## src/rtl/clkdiv_pkg.sv

```systemverilog
// clkdiv_pkg: shared defaults and helpers for the multi-channel clock divider
package clkdiv_pkg;
  localparam int CNT_W_DEF = 32;
  localparam int unsigned DEFAULT_DIV_DEF = 32'd7399999;
  function automatic int ch_w(input int n);
    return (n > 1) ? $clog2(n) : 1;
  endfunction
endpackage

```

## src/rtl/clkdiv_channel.sv

```systemverilog
// clkdiv_channel: one 50% divider channel with a one-entry pending divisor
//   clk, rst_n     : clock, asynchronous active-low reset
//   en_i, sync_i   : run enable, realign pulse
//   acc_i          : config accepted for this channel (div_i, phase_i)
//   pend_o         : a divisor is waiting to be applied
//   clk_o, tick_o  : divided clock and one-cycle toggle strobe
//   CLKDIV_PHASE_EN: adds a phase preload loaded into the counter on sync
module clkdiv_channel import clkdiv_pkg::*; #(
  parameter int CNT_W = CNT_W_DEF,
  parameter logic [CNT_W-1:0] DIV_RST = CNT_W'(DEFAULT_DIV_DEF)
) (
  input  logic             clk,
  input  logic             rst_n,
  input  logic             en_i,
  input  logic             sync_i,
  input  logic             acc_i,
  input  logic [CNT_W-1:0] div_i,
  input  logic [CNT_W-1:0] phase_i,
  output logic             pend_o,
  output logic             clk_o,
  output logic             tick_o
);
  logic [CNT_W-1:0] cnt_q, cnt_d, div_q, div_d, pv_q, pv_d, pv_e, div_s, sync_cnt;
  logic pend_q, pend_d, pend_e, clk_q, clk_d, tick_q, tick_d, tc;
  // divisor in force right after a sync: a stored pending value wins
  assign div_s = pend_q ? pv_q : div_q;
`ifdef CLKDIV_PHASE_EN
  logic [CNT_W-1:0] phase_q;
  always_ff @(posedge clk or negedge rst_n)
    if (!rst_n) phase_q <= '0;
    else if (acc_i) phase_q <= phase_i;
  assign sync_cnt = (phase_q < div_s) ? phase_q : div_s;
`else
  logic unused_phase;
  assign unused_phase = ^phase_i;
  assign sync_cnt = '0;
`endif
  always_comb begin
    // an accept on the terminal-count edge takes effect on that same edge
    pend_e = pend_q | acc_i;
    pv_e = acc_i ? div_i : pv_q;
    tc = cnt_q == div_q;
    cnt_d = cnt_q;
    div_d = div_q;
    pv_d = pv_e;
    pend_d = pend_e;
    clk_d = clk_q;
    tick_d = 1'b0;
    if (sync_i) begin
      cnt_d = sync_cnt;
      clk_d = 1'b0;
      div_d = div_s;
      pend_d = acc_i;
    end else if (en_i) begin
      cnt_d = tc ? '0 : cnt_q + CNT_W'(1);
      clk_d = clk_q ^ tc;
      tick_d = tc;
      div_d = (tc && pend_e) ? pv_e : div_q;
      pend_d = pend_e & ~tc;
    end else if (pend_q) begin
      div_d = pv_q;
      cnt_d = '0;
      pend_d = 1'b0;
    end
  end
  always_ff @(posedge clk or negedge rst_n)
    if (!rst_n) begin
      cnt_q <= '0;
      div_q <= DIV_RST;
      pv_q <= '0;
      pend_q <= 1'b0;
      clk_q <= 1'b0;
      tick_q <= 1'b0;
    end else begin
      cnt_q <= cnt_d;
      div_q <= div_d;
      pv_q <= pv_d;
      pend_q <= pend_d;
      clk_q <= clk_d;
      tick_q <= tick_d;
    end
  assign pend_o = pend_q;
  assign clk_o = clk_q;
  assign tick_o = tick_q;
endmodule

```

## src/rtl/clock_divider_mc.sv

```systemverilog
// clock_divider_mc: NUM_CH programmable 50% clock dividers with tick strobes
//   clk_74, reset_n      : system clock, asynchronous active-low reset
//   ch_en                : per-channel run enable
//   sync                 : restart all channels together
//   cfg_valid/cfg_ready  : divisor config handshake, target cfg_ch
//   cfg_div, cfg_phase   : new divisor (half-period N+1), phase preload
//   clk_out, tick        : divided clocks and toggle strobes
//   CLKDIV_PHASE_EN      : enables cfg_phase preload on sync
module clock_divider_mc import clkdiv_pkg::*; #(
  parameter int NUM_CH = 4,
  parameter int CNT_W = CNT_W_DEF,
  parameter int unsigned DEFAULT_DIV = DEFAULT_DIV_DEF,
  localparam int CH_W = ch_w(NUM_CH)
) (
  input  logic              clk_74,
  input  logic              reset_n,
  input  logic [NUM_CH-1:0] ch_en,
  input  logic              sync,
  input  logic              cfg_valid,
  output logic              cfg_ready,
  input  logic [CH_W-1:0]   cfg_ch,
  input  logic [CNT_W-1:0]  cfg_div,
  input  logic [CNT_W-1:0]  cfg_phase,
  output logic [NUM_CH-1:0] clk_out,
  output logic [NUM_CH-1:0] tick
);
  logic [NUM_CH-1:0] pend;
  logic [2**CH_W-1:0] busy;
  // unused channel codes never read busy, so out-of-range requests are accepted and dropped
  always_comb begin
    busy = '0;
    busy[NUM_CH-1:0] = pend;
  end
  assign cfg_ready = reset_n & ~busy[cfg_ch];
  for (genvar i = 0; i < NUM_CH; i++) begin : g_ch
    clkdiv_channel #(.CNT_W(CNT_W), .DIV_RST(CNT_W'(DEFAULT_DIV))) u_ch (
      .clk(clk_74),
      .rst_n(reset_n),
      .en_i(ch_en[i]),
      .sync_i(sync),
      .acc_i(cfg_valid & cfg_ready & (cfg_ch == CH_W'(i))),
      .div_i(cfg_div),
      .phase_i(cfg_phase),
      .pend_o(pend[i]),
      .clk_o(clk_out[i]),
      .tick_o(tick[i])
    );
  end
endmodule

```

## config.mk

```make
export PLATFORM = sky130hd
export DESIGN_NAME = clock_divider_mc
export DESIGN_NICKNAME = d
export VERILOG_FILES = /design/src/rtl/clkdiv_pkg.sv /design/src/rtl/clkdiv_channel.sv /design/src/rtl/clock_divider_mc.sv
export SDC_FILE = /design/constraint.sdc
export NUM_CORES = 1
export LEC_CHECK = 0
export ABC_AREA = 1
export CAP_MARGIN = 20
export CORE_ASPECT_RATIO = 0.8
export CORE_MARGIN = 2
export CORE_UTILIZATION = 57
export DETAILED_ROUTE_END_ITERATION = 12
export PLACE_DENSITY = 0.75
export RECOVER_POWER = 100
export SLEW_MARGIN = 25
export SYNTH_ARGS = -nofsm -noshare
export SYNTH_HDL_FRONTEND = slang
export SYNTH_SLANG_ARGS = --single-unit
```

## constraint.sdc

```tcl
create_clock -name clk_74 -period 2.6 [get_ports clk_74]
set_input_delay 0.52 -clock clk_74 [delete_from_list [all_inputs] [get_ports clk_74]]
set_output_delay 0.52 -clock clk_74 [all_outputs]
set_load 0.02 [all_outputs]
```

==> PnR_summary.wiki <==
{| class="wikitable"
! Metric !! Value
|-
| Result of the run || complete, no violations
|-
| Number of iterations in the first detailed-routing pass || 6
|-
| Mux share of post-synthesis cell area || 0
|-
| Area fraction in and, or, nand and nor cells after synthesis || 0.385
|-
| Share of the synthesized area in compound gates (AO/OA/AOI/OAI) || 0.0481
|-
| Post-layout net count || 3550
|-
| Clock insertion delay at the later pin of the skew report || 0.56 ns
|-
| Number of antenna violations at the first check in global routing || 1
|-
| Worst EP arrival || 2.00 ns
|-
| Height of the chip || 186 microns
|-
| Setup total negative slack || 0 ns
|-
| Total setup violations reported at the end of the flow || 0
|-
| H-tree depth reported by CTS || 2
|-
| Worst IR drop on VDD || slightly below 600 uV
|-
| Worst Path Max Fanout || 6
|-
| Root buf cell || clkbuf_16
|-
| Clock transition at path regs || around 0.070 ns
|-
| Die footprint || 0.0430 sq mm
|-
| Post-synth design cell area || 0.0236 sq mm
|-
| Critical Path Start Type || primary input
|-
| Grt total ovfl || 0
|-
| Average instance area after synthesis || 6.99 sq um
|-
| Share of the cycle needed by the critical path after routing || 0.970
|-
| Wire length per cell after detailed routing || 17.7 microns
|-
| Placed cell count || 3970
|-
| Power Total || between 15000 and 20000 uW
|-
| Gpl congestion || around 0.93
|-
| Number of buffers added by the clock tree synthesis step || 42
|-
| Type of destination of the critical path || output pin
|-
| Worst Path Class, Setup || in -> out
|-
| Maximum clock skew at final layout || 0.0131 ns
|-
| Placeable Area || a little over 0.04 sq mm
|-
| Normalized max-slew margin || 0.396
|-
| Register-to-register setup slack || 0.18 ns
|-
| Area share of xor/xnor cells in the synthesized design || 0.0476
|-
| Main combinational cell family by area after synthesis || simple AND/OR/NAND/NOR gates
|-
| Max-slew violation total from the final report || 0
|-
| Via density || around 5.7
|-
| Maximum cell stage delay along the critical path || 0.52 ns
|-
| Net Count, Synth || 3448
|-
| Multi-input combinational cell area || 0.0114 sq mm
|-
| Ys Warns || 0
|-
| Number of fillers in the final layout || 3593
|-
| Achievable Freq || 0.397 GHz
|-
| Die boundary width || between 200 and 250 microns
|-
| CP required || 2.08 ns
|-
| Count of different cell masters after synthesis || 40
|-
| Shortest clock period the worst path allows after layout || 2.52 ns
|-
| Maximum buffer depth of the clock tree || 3
|-
| Via count of the first global-routing pass || 21700
|-
| FF+latch count, synth || 396
|-
| Cell-by-cell listing of the critical path || clkdlybuf4s50_1 -> buf_12 -> inv_2 -> nand3_1 -> nand3_2 -> nor2_4 -> dlygate4sd2_1
|-
| Final cell count without fillers || 4051
|-
| Max-capacitance violation count || 0
|-
| GRT Resource Usage Total || 0.338
|-
| IO Count || 83
|-
| Final hold violations || 0
|-
| Leakage power of the design || around 0.013 uW
|-
| Fraction of the yosys area taken by sequential cells || 0.423
|-
| Worst slew pin tran || 0.906 ns
|-
| Proportion of layout cells with a drive suffix above 1 || 0.0884
|-
| HPWL after detailed placement || 51400 microns
|-
| Starting utilization of the core area || 0.579
|-
| Min-Delay Path Class || in -> reg
|-
| Unrepaired setup endpoints after global routing || no
|-
| Sinks on the clock net || 396
|-
| Remaining antenna violation count after routing || 0
|-
| Register Area || 0.00998 sq mm
|-
| Cells after synthesis || about 3400
|-
| Port Buffer Count || 50
|-
| Power density cells || 663 mW/mm^2
|-
| First-pass GRT wire length || 115000 microns
|-
| Largest net degree at the start of global routing || 185
|-
| Hold_ws || 0.397 ns
|-
| Area grow syn2layout || 14.1%
|-
| Post-Synth Adder-Cell Area || 0.00212
|-
| Via count || between 20000 and 25000
|-
| Number of DRC markers in iteration 0 || 2395
|-
| Std-Cell Rows || 66
|-
| Total DRC errors in the routed layout || 0
|-
| TritonCTS clock tree || yes
|-
| Final routed wirelength across all metal layers || approximately 72000 microns
|-
| Library cell contributing the largest single delay on the critical path || clkdlybuf4s50_1
|}
what timing repair did:
| item | CTS | global route |
|---|---|---|
| setup endpoints to repair | 1 | 0 |
| hold buffers | 1 | 0 |
| endpoints found under the hold margin | 19 | 0 |
| resized for setup | 1 | 0 |
| buffers inserted | 0 | 0 |
path summary, 6_finish.rpt:
check,from,end,depth (start not counted)
max,cfg_ch[0],cfg_ready,7
min reg2reg,g_ch[2].u_ch.pv_q[10],g_ch[2].u_ch.pv_q[10],2
max reg2reg,g_ch[3].u_ch.cnt_q[29],g_ch[3].u_ch.cnt_q[22],14
max in group asynchronous,reset_n,g_ch[1].u_ch.div_q[25],4
min,cfg_valid,g_ch[2].u_ch.pv_q[23],3
min in group asynchronous,reset_n,g_ch[3].u_ch.pv_q[14],3
metal layers:
layer | vias to the layer above | track usage | routed length [microns]
li1 | 11000 | - | -
met1 | 10900 | 0.478 | 30900
met2 | 950 | 0.521 | 31800
met3 | 156 | 0.0651 | 6460
met4 | 2 | 0.111 | 2290
met5 | - | 0.0127 | 78
area by class of cell:
type / count / area share
Clock buffer: 69 / 0.0478
Sequential cell: 396 / 0.371
Timing Repair Buffer: 215 / 0.0725
Multi-Input combinational cell: 2433 / 0.423
Antenna cell: 1 / 0.0000930
Inverter: 384 / 0.0536
Tap cell: 544 / 0.0253
Clock inverter: 9 / 0.00633
sequential cells by signal, summed over array words and instances (netlist names):
register / count
g_ch.u_ch.cnt_q: 128
g_ch.u_ch.div_q: 128
g_ch.u_ch.pv_q: 128
g_ch.u_ch.tick_o: 4
g_ch.u_ch.clk_o: 4
g_ch.u_ch.pend_o: 4
critical path: cells and delay by family:
family,cells,cell delay (ns)
AND/OR/NAND/NOR,3,0.39
buffers and inverters,4,1.09
cells in the final DEF, fill, tap and decap left out, types with 5 or more instances in the layout:
master,instances
a21oi_1,43
and2_0,8
and2_1,7
buf_12,20
buf_4,98
bufinv_16,5
clkbuf_1,28
clkbuf_16,45
clkbuf_2,7
clkbuf_4,26
clkbuf_8,7
clkdlybuf4s50_1,39
dfrtp_1,340
dfstp_2,55
dlygate4sd3_1,9
inv_1,370
inv_2,13
nand2_1,1125
nand2_2,6
nand3_1,426
nand4_1,131
nor2_1,304
nor2_4,7
nor3_1,66
o211ai_1,52
o21ai_0,78
o22ai_1,13
xnor2_1,63
xor2_1,65
cells by family after synthesis:
group / after synthesis
and+or+nand+nor: 2106
buffers and inverters: 541
DFF: 396
AOI/OAI and AO/OA: 195
xor gates and xnor gates: 128
adders and majority gates: 4
per-stage QoR:
| stage | cell area [sq um] | setup WS [ns] | utilization |
|---|---|---|---|
| after floorplan | 23600 | 0.678 | - |
| after global placement | 25500 | -0.161 | 0.626 |
| after detailed placement | 25500 | -0.182 | 0.626 |
| after CTS | 27000 | 0.0903 | 0.662 |
| after global routing | 26900 | 0.0170 | 0.661 |
| final | 26900 | 0.0782 | 0.661 |
synth_stat cells (all sizes together):
library cell	number	share of area
o32ai	1	0.00037
and3	4	0.0011
a21oi	43	0.0091
nand3	431	0.094
xor2	65	0.024
nor3b	1	0.00032
o21bai	2	0.00064
nor4	4	0.0011
o21ai	82	0.017
nand4	131	0.035
nand2	1133	0.18
nor2	316	0.053
and2	15	0.0040
buf	86	0.021
nor3	67	0.014
o22ai	13	0.0035
xnor2	63	0.023
clkinv	1	0.00016
a31oi	2	0.00053
dfrtp	340	0.36
dfstp	56	0.062
clkbuf	71	0.011
inv	383	0.061
ha	4	0.0021
o211ai	52	0.017
nand3b	4	0.0013
power by group:
| group | internal, uW | leakage, uW | switching (uW) |
|---|---|---|---|
| registers | 7200 | 0.00495 | 717 |
| clock network | 3870 | 0.000711 | 2570 |
| logic | 1380 | 0.00720 | 2100 |
(Power assumes the default switching activity.)
